File: config.mk
export PLATFORM = sky130hd
export DESIGN_NAME = hmem_arbiter_flat
export DESIGN_NICKNAME = d
export VERILOG_FILES = /design/src/rtl/hmem_arbiter_if.sv /design/src/rtl/hmem_arbiter.sv /design/src/flat_wrapper.sv
export SDC_FILE = /design/constraint.sdc
export NUM_CORES = 1
export LEC_CHECK = 0
export ABC_CLOCK_PERIOD_IN_PS = 4000
export BUFFER_PORTS_ARGS = -buffer_cell sky130_fd_sc_hd__buf_2
export CAP_MARGIN = 10
export CORE_AREA = 4 4 101 103
export CTS_BUF_LIST = sky130_fd_sc_hd__clkbuf_8
export CTS_CLUSTER_SIZE = 30
export DETAILED_ROUTE_END_ITERATION = 12
export DIE_AREA = 0 0 105 107
export PLACE_DENSITY_LB_ADDON = 0.15
export SYNTH_ARGS = -nofsm -noshare
export SYNTH_HDL_FRONTEND = slang
export SYNTH_SLANG_ARGS = --single-unit
File: constraint.sdc
create_clock -name clk -period 4 [get_ports clk]
set_clock_uncertainty 0.2 [all_clocks]
set_input_delay 0.2 -clock clk [delete_from_list [all_inputs] [get_ports clk]]
set_output_delay 0.2 -clock clk [all_outputs]
set_load 0.03 [all_outputs]
File: src/rtl/hmem_arbiter_if.sv
// -----------------------------------------------------------------------------
// Interfaces for the higher-memory arbiter.
//
// reset_if        : carries the synchronous, active-high reset shared by the
//                   arbiter and the main memory.
//                     master : drives reset
//                     slave  : observes reset
//
// hmem_arbiter_if : groups both cache-side request ports and the single
//                   main-memory port.
//                     req0_*  : I-cache port (read only)
//                     req1_*  : D-cache port (read / write)
//                     mem_*   : main-memory port
//                   slave  : arbiter view (takes requests, drives memory)
//                   master : environment view (caches + memory)
// -----------------------------------------------------------------------------

interface reset_if;
    logic reset;

    modport master (output reset);
    modport slave  (input  reset);
endinterface

interface hmem_arbiter_if #(
    parameter int XLEN = 32
);
    // I-cache port
    logic            req0_valid;
    logic [XLEN-1:0] req0_address;
    logic            req0_fulfilled;
    logic [XLEN-1:0] req0_loaded_word;

    // D-cache port
    logic            req1_valid;
    logic            req1_op;
    logic [XLEN-1:0] req1_address;
    logic [XLEN-1:0] req1_store_word;
    logic            req1_fulfilled;
    logic [XLEN-1:0] req1_loaded_word;

    // Main-memory port
    logic            mem_valid;
    logic            mem_op;
    logic [XLEN-1:0] mem_address;
    logic [XLEN-1:0] mem_store_word;
    logic            mem_fulfilled;
    logic [XLEN-1:0] mem_loaded_word;

    modport slave (
        input  req0_valid, req0_address,
        input  req1_valid, req1_op, req1_address, req1_store_word,
        input  mem_fulfilled, mem_loaded_word,
        output req0_fulfilled, req0_loaded_word,
        output req1_fulfilled, req1_loaded_word,
        output mem_valid, mem_op, mem_address, mem_store_word
    );

    modport master (
        output req0_valid, req0_address,
        output req1_valid, req1_op, req1_address, req1_store_word,
        output mem_fulfilled, mem_loaded_word,
        input  req0_fulfilled, req0_loaded_word,
        input  req1_fulfilled, req1_loaded_word,
        input  mem_valid, mem_op, mem_address, mem_store_word
    );
endinterface

File: src/rtl/hmem_arbiter.sv
// -----------------------------------------------------------------------------
// hmem_arbiter
//
// Round-robin arbiter between the I-cache (port 0, read only) and the D-cache
// (port 1, read/write) higher-memory ports and the single main-memory port.
// A grant is locked for a full line burst (BURST_LEN words) so that a line
// fill or writeback is never interleaved with the other port's traffic.
//
// Ports:
//   clk     : clock, all state updates on posedge
//   rst_if  : reset_if.slave, rst_if.reset is synchronous active-high
//   bus     : hmem_arbiter_if.slave
//               req0_valid/address          -> in,  req0_fulfilled/loaded_word -> out
//               req1_valid/op/address/store -> in,  req1_fulfilled/loaded_word -> out
//               mem_valid/op/address/store  -> out, mem_fulfilled/loaded_word  -> in
//
// The memory request and the fulfilled pulse are steered combinationally from
// the granted port, so the only registered state is the FSM state, the
// round-robin pointer and the beat counter.
// -----------------------------------------------------------------------------

module hmem_arbiter #(
    parameter int XLEN      = 32,
    parameter int LINE_SIZE = 32
) (
    input  logic          clk,
    reset_if.slave        rst_if,
    hmem_arbiter_if.slave bus
);

    localparam int BURST_LEN = LINE_SIZE / 4;
    localparam int BEAT_W    = (BURST_LEN > 1) ? $clog2(BURST_LEN) : 1;
    localparam logic [BEAT_W-1:0] BEAT_LAST = BEAT_W'(BURST_LEN - 1);

    if (XLEN != 32) begin : g_bad_xlen
        $error("hmem_arbiter: only XLEN=32 is supported");
    end

    if (((LINE_SIZE % 4) != 0) || ((LINE_SIZE & (LINE_SIZE - 1)) != 0)) begin : g_bad_line
        $error("hmem_arbiter: LINE_SIZE must be a power of 2 and a multiple of 4");
    end

    typedef enum logic [1:0] {
        ST_IDLE   = 2'd0,
        ST_GRANT0 = 2'd1,
        ST_GRANT1 = 2'd2
    } state_e;

    state_e            state_q,      state_d;
    logic              last_grant_q, last_grant_d;
    logic [BEAT_W-1:0] beat_q,       beat_d;

    logic              own_port_s;
    logic              own_valid_s;
    logic              other_valid_s;
    logic              burst_end_s;

    logic              mem_valid_s;
    logic              mem_op_s;
    logic [XLEN-1:0]   mem_address_s;
    logic [XLEN-1:0]   mem_store_word_s;
    logic              req0_fulfilled_s;
    logic              req1_fulfilled_s;

    function automatic state_e grant_state(input logic port);
        grant_state = port ? ST_GRANT1 : ST_GRANT0;
    endfunction

    // State register: FSM state, round-robin pointer and beat counter.
    always_ff @(posedge clk) begin
        if (rst_if.reset) begin
            state_q      <= ST_IDLE;
            last_grant_q <= 1'b1;          // port 0 wins the first tie
            beat_q       <= {BEAT_W{1'b0}};
        end else begin
            state_q      <= state_d;
            last_grant_q <= last_grant_d;
            beat_q       <= beat_d;
        end
    end

    // Burst bookkeeping for whichever port currently owns the grant.
    always_comb begin
        own_port_s    = (state_q == ST_GRANT1);
        own_valid_s   = own_port_s ? bus.req1_valid : bus.req0_valid;
        other_valid_s = own_port_s ? bus.req0_valid : bus.req1_valid;
        // A dropped request means no word is outstanding (requests are held
        // until fulfilled), so the burst can be closed early.
        burst_end_s   = (bus.mem_fulfilled && (beat_q == BEAT_LAST)) || !own_valid_s;
    end

    // Next-state logic: round-robin decision in IDLE, burst lock in GRANTn.
    always_comb begin
        state_d      = state_q;
        last_grant_d = last_grant_q;
        beat_d       = beat_q;
        case (state_q)
            ST_IDLE: begin
                if (bus.req0_valid && bus.req1_valid) begin
                    state_d      = grant_state(!last_grant_q);
                    last_grant_d = !last_grant_q;
                    beat_d       = {BEAT_W{1'b0}};
                end else if (bus.req0_valid) begin
                    state_d      = ST_GRANT0;
                    last_grant_d = 1'b0;
                    beat_d       = {BEAT_W{1'b0}};
                end else if (bus.req1_valid) begin
                    state_d      = ST_GRANT1;
                    last_grant_d = 1'b1;
                    beat_d       = {BEAT_W{1'b0}};
                end else begin
                    state_d      = ST_IDLE;
                end
            end
            ST_GRANT0, ST_GRANT1: begin
                if (burst_end_s) begin
                    // Other port first for fairness, then same port, else idle.
                    if (other_valid_s) begin
                        state_d      = grant_state(!own_port_s);
                        last_grant_d = !own_port_s;
                    end else if (own_valid_s) begin
                        state_d      = grant_state(own_port_s);
                        last_grant_d = own_port_s;
                    end else begin
                        state_d      = ST_IDLE;
                    end
                    beat_d = {BEAT_W{1'b0}};
                end else if (bus.mem_fulfilled) begin
                    beat_d = beat_q + BEAT_W'(1);
                end else begin
                    beat_d = beat_q;
                end
            end
            default: begin
                state_d      = ST_IDLE;
                last_grant_d = 1'b1;
                beat_d       = {BEAT_W{1'b0}};
            end
        endcase
    end

    // Output logic: steer the granted port onto memory and route completion.
    always_comb begin
        mem_valid_s      = 1'b0;
        mem_op_s         = 1'b0;
        mem_address_s    = {XLEN{1'b0}};
        mem_store_word_s = {XLEN{1'b0}};
        req0_fulfilled_s = 1'b0;
        req1_fulfilled_s = 1'b0;
        case (state_q)
            ST_IDLE: begin
                mem_valid_s = 1'b0;
            end
            ST_GRANT0: begin
                mem_valid_s      = bus.req0_valid;
                mem_op_s         = 1'b0;            // I-cache only reads
                mem_address_s    = bus.req0_address;
                mem_store_word_s = {XLEN{1'b0}};
                req0_fulfilled_s = bus.mem_fulfilled;
            end
            ST_GRANT1: begin
                mem_valid_s      = bus.req1_valid;
                mem_op_s         = bus.req1_op;
                mem_address_s    = bus.req1_address;
                mem_store_word_s = bus.req1_store_word;
                req1_fulfilled_s = bus.mem_fulfilled;
            end
            default: begin
                mem_valid_s = 1'b0;
            end
        endcase
    end

    assign bus.mem_valid        = mem_valid_s;
    assign bus.mem_op           = mem_op_s;
    assign bus.mem_address      = mem_address_s;
    assign bus.mem_store_word   = mem_store_word_s;
    assign bus.req0_fulfilled   = req0_fulfilled_s;
    assign bus.req1_fulfilled   = req1_fulfilled_s;
    // Read data is shared; only the port seeing fulfilled consumes it.
    assign bus.req0_loaded_word = bus.mem_loaded_word;
    assign bus.req1_loaded_word = bus.mem_loaded_word;

    hmem_arbiter_chk #(.XLEN(XLEN)) u_chk (
        .clk            (clk),
        .reset          (rst_if.reset),
        .req0_valid     (bus.req0_valid),
        .req0_address   (bus.req0_address),
        .req0_fulfilled (req0_fulfilled_s),
        .req1_valid     (bus.req1_valid),
        .req1_address   (bus.req1_address),
        .req1_fulfilled (req1_fulfilled_s),
        .mem_valid      (mem_valid_s),
        .mem_op         (mem_op_s),
        .mem_fulfilled  (bus.mem_fulfilled),
        .grant0         (state_q == ST_GRANT0),
        .idle           (state_q == ST_IDLE)
    );

endmodule

// -----------------------------------------------------------------------------
// hmem_arbiter_chk
//
// Protocol properties around the arbiter: request hold rules on both cache
// ports, port 0 never writing, and no memory completion while idle.
// -----------------------------------------------------------------------------
module hmem_arbiter_chk #(
    parameter int XLEN = 32
) (
    input logic            clk,
    input logic            reset,
    input logic            req0_valid,
    input logic [XLEN-1:0] req0_address,
    input logic            req0_fulfilled,
    input logic            req1_valid,
    input logic [XLEN-1:0] req1_address,
    input logic            req1_fulfilled,
    input logic            mem_valid,
    input logic            mem_op,
    input logic            mem_fulfilled,
    input logic            grant0,
    input logic            idle
);

    a_req0_hold: assert property (@(posedge clk) disable iff (reset)
        (!reset && req0_valid && !req0_fulfilled) |=> (req0_valid && $stable(req0_address)))
        else $error("req0 dropped or changed before fulfilled");

    a_req1_hold: assert property (@(posedge clk) disable iff (reset)
        (!reset && req1_valid && !req1_fulfilled) |=> (req1_valid && $stable(req1_address)))
        else $error("req1 dropped or changed before fulfilled");

    a_port0_read_only: assert property (@(posedge clk) disable iff (reset)
        (grant0 && mem_valid) |-> !mem_op)
        else $error("port 0 produced a memory write");

    a_no_fulfill_idle: assert property (@(posedge clk) disable iff (reset)
        idle |-> !mem_fulfilled)
        else $error("mem_fulfilled while idle");

endmodule
File: src/flat_wrapper.sv
// flat-port wrapper written by rule: the top's interface ports become plain ports
module hmem_arbiter_flat 
#(
    parameter int XLEN      = 32,
    parameter int LINE_SIZE = 32
)
  (clk, rst_if_reset, bus_req0_valid, bus_req0_address, bus_req1_valid, bus_req1_op, bus_req1_address, bus_req1_store_word, bus_mem_fulfilled, bus_mem_loaded_word, bus_req0_fulfilled, bus_req0_loaded_word, bus_req1_fulfilled, bus_req1_loaded_word, bus_mem_valid, bus_mem_op, bus_mem_address, bus_mem_store_word);
  reset_if rst_if_i ();
  hmem_arbiter_if #(.XLEN(XLEN)) bus_i ();
  input  logic clk;
  input wire logic [$bits(rst_if_i.reset)-1:0] rst_if_reset;
  input wire logic [$bits(bus_i.req0_valid)-1:0] bus_req0_valid;
  input wire logic [$bits(bus_i.req0_address)-1:0] bus_req0_address;
  input wire logic [$bits(bus_i.req1_valid)-1:0] bus_req1_valid;
  input wire logic [$bits(bus_i.req1_op)-1:0] bus_req1_op;
  input wire logic [$bits(bus_i.req1_address)-1:0] bus_req1_address;
  input wire logic [$bits(bus_i.req1_store_word)-1:0] bus_req1_store_word;
  input wire logic [$bits(bus_i.mem_fulfilled)-1:0] bus_mem_fulfilled;
  input wire logic [$bits(bus_i.mem_loaded_word)-1:0] bus_mem_loaded_word;
  output wire logic [$bits(bus_i.req0_fulfilled)-1:0] bus_req0_fulfilled;
  output wire logic [$bits(bus_i.req0_loaded_word)-1:0] bus_req0_loaded_word;
  output wire logic [$bits(bus_i.req1_fulfilled)-1:0] bus_req1_fulfilled;
  output wire logic [$bits(bus_i.req1_loaded_word)-1:0] bus_req1_loaded_word;
  output wire logic [$bits(bus_i.mem_valid)-1:0] bus_mem_valid;
  output wire logic [$bits(bus_i.mem_op)-1:0] bus_mem_op;
  output wire logic [$bits(bus_i.mem_address)-1:0] bus_mem_address;
  output wire logic [$bits(bus_i.mem_store_word)-1:0] bus_mem_store_word;
  assign rst_if_i.reset = rst_if_reset;
  assign bus_i.req0_valid = bus_req0_valid;
  assign bus_i.req0_address = bus_req0_address;
  assign bus_i.req1_valid = bus_req1_valid;
  assign bus_i.req1_op = bus_req1_op;
  assign bus_i.req1_address = bus_req1_address;
  assign bus_i.req1_store_word = bus_req1_store_word;
  assign bus_i.mem_fulfilled = bus_mem_fulfilled;
  assign bus_i.mem_loaded_word = bus_mem_loaded_word;
  assign bus_req0_fulfilled = bus_i.req0_fulfilled;
  assign bus_req0_loaded_word = bus_i.req0_loaded_word;
  assign bus_req1_fulfilled = bus_i.req1_fulfilled;
  assign bus_req1_loaded_word = bus_i.req1_loaded_word;
  assign bus_mem_valid = bus_i.mem_valid;
  assign bus_mem_op = bus_i.mem_op;
  assign bus_mem_address = bus_i.mem_address;
  assign bus_mem_store_word = bus_i.mem_store_word;
  hmem_arbiter #(.XLEN(XLEN), .LINE_SIZE(LINE_SIZE)) u_core (.clk(clk), .rst_if(rst_if_i), .bus(bus_i));
endmodule
==> flow_metrics.py, run 1 <==
metrics = {
    "outcome": {
        "status": "finished clean",
    },
    "final_layout": {
        "diodes": 0,
        "fill_cells": 1024,
        "nNetsFinal": 478,
        "utilization": 0.2460,
        "drive_gt1_frac": 0.5493,
        "final_cell_count_no_fill": 446,
        "finalInstanceArea_um2": 2262,
        "area_growth_syn_to_layout_pct": 28.23,
    },
    "synth": {
        "synthDistinctLibCells": 35,
        "synth_area_per_cell_um2": 7.320,
        "synth_edf_count": 0,
        "yosysTopAreaCell": "buf_4",
        "ys.flop_type": "dfxtp_1",
        "synthTopCellsByArea": "buf_4 27%, a22oi_1 14%, and2_1 12%, nor2b_1 12%, dfxtp_1 6.8%",
        "ys_seq_area_frac": 0.06809,
        "synthesis.nets": 382,
        "yosys_warnings": 0,
        "synth_top_area_frac": 0.2723,
        "ys_async_sr_fraction": 0,
        "netlist_area_um2": 1764,
        "synth_cells": 241,
        "synth_seq_cells": 6,
    },
    "timing": {
        "final.min_clock_period_ns": 2.515,
        "finalSetupTns_ns": 0,
        "rsz0062_at_grt": "false",
        "slew_violations": 0,
        "whs_ns": 0.02879,
        "fmax_mhz": 397.6,
        "post-route-period-util": 0.6288,
        "setup_viol": 0,
        "worst_pin_slew_ns": 0.6403,
        "hold_viol_final": 0,
        "max_slew_margin": 0.5731,
        "layout_setup_ws_ns": 1.485,
    },
    "power_and_ir_drop": {
        "powerDensity_nw_per_um2": 499.8,
        "finalPower_mw": 1.131,
        "peakVddDrop_uv": 152.0,
        "power.leakage_nw": 1.208,
    },
    "setup_path": {
        "reg2reg_from": "u_core.state_q[0]",
        "cp.required_ns": 3.60,
        "crit_type": "reg2out",
        "cp_slowest_cell": "ha_1",
        "cp_top_family": "adder cells",
        "worstPathMaxFanout": 23,
        "r2r_slack_ns": 1.61,
        "timing.rr.end": "u_core.state_q[0]",
        "crit_chain": "inv_1 > ha_1 > buf_4 > nor2b_1 > buf_2",
        "reg2regPathDepth": 5,
        "cp_slowest_stage_delay_ns": 0.69,
        "cp.arrival_ns": 2.12,
        "endpoint_kind": "output port",
        "path_buf_inv": 3,
        "cp-start-kind": "register",
    },
    "routing": {
        "firstDrtPassIters": 6,
        "wl_per_cell_um": 15.76,
        "ant_nets": 0,
        "via_per_inst": 4.251,
        "wirelength_um": 7028,
        "drc_errors": 0,
        "drt_iter0_drc": 124,
        "num_vias": 1896,
    },
    "min_path": {
        "hold_start": "rst_if_reset",
        "hold_path.class": "in2reg",
        "min_to": "u_core.beat_q[0]",
        "hold_depth": 2,
    },
    "floorplanning": {
        "start_util": 0.1918,
        "dieHeight_um": 107,
        "pin_count": 266,
        "num_rows": 35,
        "coreArea_um2": 9196,
        "die_width_um": 105,
        "dieArea_um2": 11240,
    },
    "global_route": {
        "grt_overflow": 0,
        "antenna_found_initial": 0,
        "grt_pass1_wl_um": 10320,
        "grt_max_degree": 43,
        "grt.total_usage": 0.1140,
        "grt_pass1_vias": 1850,
    },
    "clock_tree": {
        "cts_setup_buffers": 0,
        "clockBufferDepth": 2,
        "numCtsBuffers": 3,
        "path_clk_slew_ns": 0.04,
        "cts_root_buf": "clkbuf_8",
        "hold_buffers": 0,
        "cts_tree": "done",
        "cts_resized": 0,
        "cts.sinks": 6,
        "htree_num_levels": 1,
        "clk_latency_ns": 0.22,
    },
    "place": {
        "placedCellCount": 443,
        "place_ws_ns": 1.553,
        "dpl.hpwl_um": 5971,
        "gp_congestion": 0.7293,
        "dpl_cell_area_um2": 2221,
        "port_buffers": 169,
    },
    "flow_run": {
        "max_cap_violations": 0,
    },
}
[layout make-up]
cell class                 instances  area, um2  share of cell area
multi-input combinational        147       1064              0.4701
timing repair buffer             173      875.8              0.3872
tap                              111      138.9             0.06139
sequential                         6      120.1             0.05310
clock buffer                       3      41.29             0.01825
inverter                           6      22.52            0.009956
[worst max-delay path by stage]
stage | start | to | slack (ns) | cells past startpoint
2_1_floorplan | u_core.state_q[0] | bus_mem_address[0] | 1.89 | 5
3_3_place_gp | u_core.state_q[0] | u_core.state_q[0] | 1.61 | 5
3_5_place_dp | u_core.state_q[0] | u_core.state_q[0] | 1.55 | 5
4_1_cts | u_core.state_q[0] | bus_mem_address[25] | 1.42 | 5
5_1_grt | u_core.state_q[0] | bus_mem_address[13] | 1.28 | 6
6_report | u_core.state_q[0] | bus_mem_address[25] | 1.48 | 5
[cell usage after synthesis, types with 2 or more instances]
library cell / n
nor4b_2: 2
buf_1: 3
inv_1: 6
nor2b_1: 33
buf_4: 64
clkbuf_1: 12
dfxtp_1: 6
ha_1: 7
mux2i_1: 2
a21boi_0: 2
and2_1: 35
buf_2: 2
a22oi_1: 33
nand3_1: 3
or2b_1: 2
nand2_1: 6
a21oi_1: 5
[cells by family after synthesis]
family | share of synthesized area
mux | 0.02624
simple gates | 0.3319
flops | 0.06809
compound gates | 0.1950
fa+ha+maj | 0.04964
buf+inv | 0.3291
[flip-flops by register name (all words and copies together), names as in the netlist]
name / count
u_core.state_q: 2
u_core.beat_q: 3
u_core.last_grant_q: 1
[placed cells by master, fill, tap and decap left out]
| cell type | n |
|---|---|
| buf_2 | 169 |
| and2_1 | 35 |
| a22oi_1 | 33 |
| nor2b_1 | 33 |
| ha_1 | 7 |
| inv_1 | 6 |
| nand2_1 | 6 |
| dfxtp_1 | 6 |
| a21oi_1 | 5 |
| buf_4 | 4 |
| nand3_1 | 3 |
| clkbuf_8 | 3 |
| nor4b_2 | 2 |
| mux2i_1 | 2 |
| or2b_1 | 2 |
| a21boi_0 | 2 |
| mux2_4 | 1 |
| nor3b_2 | 1 |
| a31o_1 | 1 |
| a31oi_1 | 1 |
| and3_1 | 1 |
| mux2_2 | 1 |
| nor4b_1 | 1 |
| o21ai_0 | 1 |
| a311o_1 | 1 |
| nor2_1 | 1 |
| a221oi_1 | 1 |
| nand2b_1 | 1 |
| and4bb_2 | 1 |
| nor4_4 | 1 |
| o2111ai_1 | 1 |
| or3_1 | 1 |
| a21oi_2 | 1 |
[metal layers]
metal | wire (um) | vias to the layer above | track usage
met4 | 99 | 0 | 0.02812
met3 | 541 | 12 | 0.02769
met5 | 0 | - | 0
met1 | 2531 | 850 | 0.1281
li1 | - | 937 | -
met2 | 3856 | 97 | 0.2149
[report_power, final]
part           internal [mW]  switching, mW  leakage [nW]  total, mW
clock                 0.0647         0.0264        0.0216     0.0911
combinational          0.362          0.591          1.14      0.953
sequential            0.0739         0.0126        0.0490     0.0864
total                  0.500          0.630          1.21       1.13
(Power assumes the default switching activity.)
==> run 2: changes to the inputs <==
- ABC_AREA: unset -> 1
- ABC_CLOCK_PERIOD_IN_PS: 4000 -> 2450
- clock period: 4 -> 2.45 ns (I/O delays scaled with it)
==> run 2 against run 1 <==
Critical path depth is 1 higher. Non-clock buffer count up 1. Global-route usage is 0.44 points higher. Wire length is 5.0% higher. Hold slack improved by 0.016 ns. Setup slack worse by 1.3 ns. Clock power up 60%. Sequential power rose by 110%. Power increased by 120%. Critical endpoint is now bus_mem_address[26]. Largest power group unchanged.
==> flow_metrics.py, run 2 <==
metrics = {
    "clock_tree": {
        "cts_setup_buffers": 0,
        "cts.sinks": 6,
        "clk_latency_ns": 0.22,
        "cts_tree": "done",
        "htree_num_levels": 1,
        "path_clk_slew_ns": 0.04,
        "numCtsBuffers": 3,
        "clockBufferDepth": 2,
        "cts_root_buf": "clkbuf_8",
    },
    "synth": {
        "synth-simple-area-share": 0.3396,
        "ys_seq_area_frac": 0.06906,
        "ys_async_sr_fraction": 0,
        "synthTopCellsByArea": "buf_4 28%, nand2_1 27%, a21oi_1 10%, inv_1 9.7%, dfxtp_1 6.9%",
        "synthesis.nets": 467,
        "synth_area_per_cell_um2": 5.335,
        "synthMuxAreaShare": 0,
        "synth_edf_count": 0,
        "netlist_area_um2": 1739,
        "yosysMostFrequentCell": "nand2_1",
        "synth_seq_cells": 6,
        "synth-adder-area-share": 0.05036,
        "synth_common_cells": "126 x nand2_1, 64 x buf_4, 45 x inv_1",
        "synth-xor-area-share": 0,
        "synth_top_family_by_area": "buffers and inverters",
        "synth_top_area_frac": 0.2763,
        "synth_cells": 326,
        "synthDistinctLibCells": 20,
        "yosysTopAreaCell": "buf_4",
        "yosys_warnings": 0,
        "ys.flop_type": "dfxtp_1",
        "synth_compound_area_frac": 0.1194,
    },
    "timing": {
        "slew_violations": 0,
        "hold_viol_final": 0,
        "whs_ns": 0.04502,
        "max_slew_margin": 0.7557,
        "rsz0062_at_grt": "false",
        "final.min_clock_period_ns": 2.224,
        "setup_viol": 0,
        "fmax_mhz": 449.6,
        "post-route-period-util": 0.9078,
        "finalSetupTns_ns": 0,
        "worst_pin_slew_ns": 0.3665,
    },
    "floorplanning": {
        "num_rows": 35,
        "dieHeight_um": 107,
        "dieArea_um2": 11240,
        "start_util": 0.1891,
        "coreArea_um2": 9196,
        "pin_count": 266,
        "die_width_um": 105,
    },
    "routing": {
        "num_vias": 2119,
        "wl_per_cell_um": 13.79,
        "via_per_inst": 3.961,
        "firstDrtPassIters": 4,
        "drc_errors": 0,
        "wirelength_um": 7378,
        "ant_nets": 0,
        "drt_iter0_drc": 124,
    },
    "final_layout": {
        "seq_area_um2": 120.1,
        "final_common_cell": "buf_2",
        "area_growth_syn_to_layout_pct": 30.43,
        "nNetsFinal": 567,
        "largest_reg_flops": 3,
        "reg.largest.list": "u_core.beat_q: 3 flops, u_core.state_q: 2 flops, u_core.last_grant_q: 1 flops",
        "drive_gt1_frac": 0.4363,
        "diodes": 0,
        "top_register": "u_core.beat_q",
        "fill_cells": 1095,
        "multi_input_area_um2": 888.4,
        "final_cell_mix": "169 x buf_2, 126 x nand2_1, 45 x inv_1",
    },
    "outcome": {
        "status": "finished clean",
    },
    "global_route": {
        "grt_max_degree": 36,
        "grt_pass1_wl_um": 10900,
        "antenna_found_initial": 0,
        "grt_overflow": 0,
        "grt.total_usage": 0.1185,
        "grt_pass1_vias": 2115,
    },
    "flow_run": {
        "max_cap_violations": 0,
    },
    "power_and_ir_drop": {
        "seqPwrFrac": 0.073,
        "peakVddDrop_uv": 493.5,
        "clkPwrFrac": 0.060,
        "pwr-share-comb": 0.867,
        "powerDensity_nw_per_um2": 1082,
        "swShare": 0.6530,
        "power.switching_mw": 1.603,
        "power.leakage_nw": 1.554,
        "internal_power_uw": 851.8,
    },
    "setup_path": {
        "cp.arrival_ns": 1.90,
        "cp.required_ns": 2.13,
        "endpoint_kind": "output port",
        "crit_type": "reg2out",
        "cp-start-kind": "register",
        "worstPathMaxFanout": 33,
    },
    "place": {
        "dpl.hpwl_um": 6271,
        "gp_congestion": 0.7703,
        "port_buffers": 169,
    },
    "min_path": {
        "hold_path.class": "in2out",
    },
}
[run 2: changes by cell type in the layout (fill, tap and decap cells not counted), sizes merged, moves of 29 or more]
cell,delta
inv,+41
a21oi,+29
and2,-35
a22oi,-33
nor2b,-33
nand2,+123
[run 2: worst max-delay path: stages, from the launching register on]
cell and delay, ns:
dfxtp_1 0.40, inv_1 0.09, ha_2 0.42, inv_1 0.05, buf_4 0.23, a21oi_1 0.23, buf_2 0.24
[run 2: power by group through the flow]
stage | clock [mW] | sequential, mW | combinational [mW]
3_3_place_gp | 0 | 0.175 | 2.15
3_5_place_dp | 0 | 0.180 | 2.15
2_1_floorplan | 0 | 0.169 | 1.74
5_1_grt | 0.160 | 0.188 | 2.37
6_report | 0.146 | 0.180 | 2.13
4_1_cts | 0.153 | 0.181 | 2.16
[run 2: path summary, 6_finish.rpt]
path                          start                 endpoint  slack, ns  depth (start not counted)
min reg2reg        u_core.beat_q[1]         u_core.beat_q[1]       0.30                          2
max reg2reg       u_core.state_q[0]      u_core.last_grant_q       0.69                         11
min          bus_mem_loaded_word[4]  bus_req0_loaded_word[4]       0.05                          0
max               u_core.state_q[1]      bus_mem_address[26]       0.23                          6
[run 2: cells by family after synthesis]
kind of cell | Yosys count
AO/OA/AOI/OAI | 41
adder cells (fa/ha/maj) | 7
buffers and inverters | 127
flip-flops | 6
AND/OR/NAND/NOR | 145
[run 2: per-layer routing]
layer	part of all wire	GRT usage	vias to the layer above
met3	0.11	0.05298	12
li1	-	-	1103
met4	0.022	0.03093	0
met1	0.32	0.1082	903
met2	0.54	0.2356	101
met5	0	0	-
[run 2: layout make-up]
type                    instances  area share
flip-flops and latches          6     0.05295
well taps                     111     0.06122
clock buffers                   3     0.01820
multi-input cells             193      0.3916
inverters                      48     0.07998
repair buffers                174      0.3960
[run 2: per-stage QoR]
step | cells | total power, mW | area, um2 | worst slack [ns] | utilization
after global routing | 535 | 2.720 | 2268 | 0.06123 | 0.2467
after floorplan | 326 | 1.913 | 1739 | 0.4936 | -
final | 535 | 2.455 | 2268 | 0.2259 | 0.2467
after global placement | 531 | 2.330 | 2215 | 0.4342 | 0.2408
after detailed placement | 531 | 2.332 | 2215 | 0.3912 | 0.2408
after CTS | 535 | 2.495 | 2266 | 0.1419 | 0.2464
[run 2: repair_timing]
action / CTS / global route
hold buffers: 1 / 0
resized for setup: 0 / 1
endpoints found under the hold margin: 5 / 0
endpoints found under the setup margin: 0 / 1
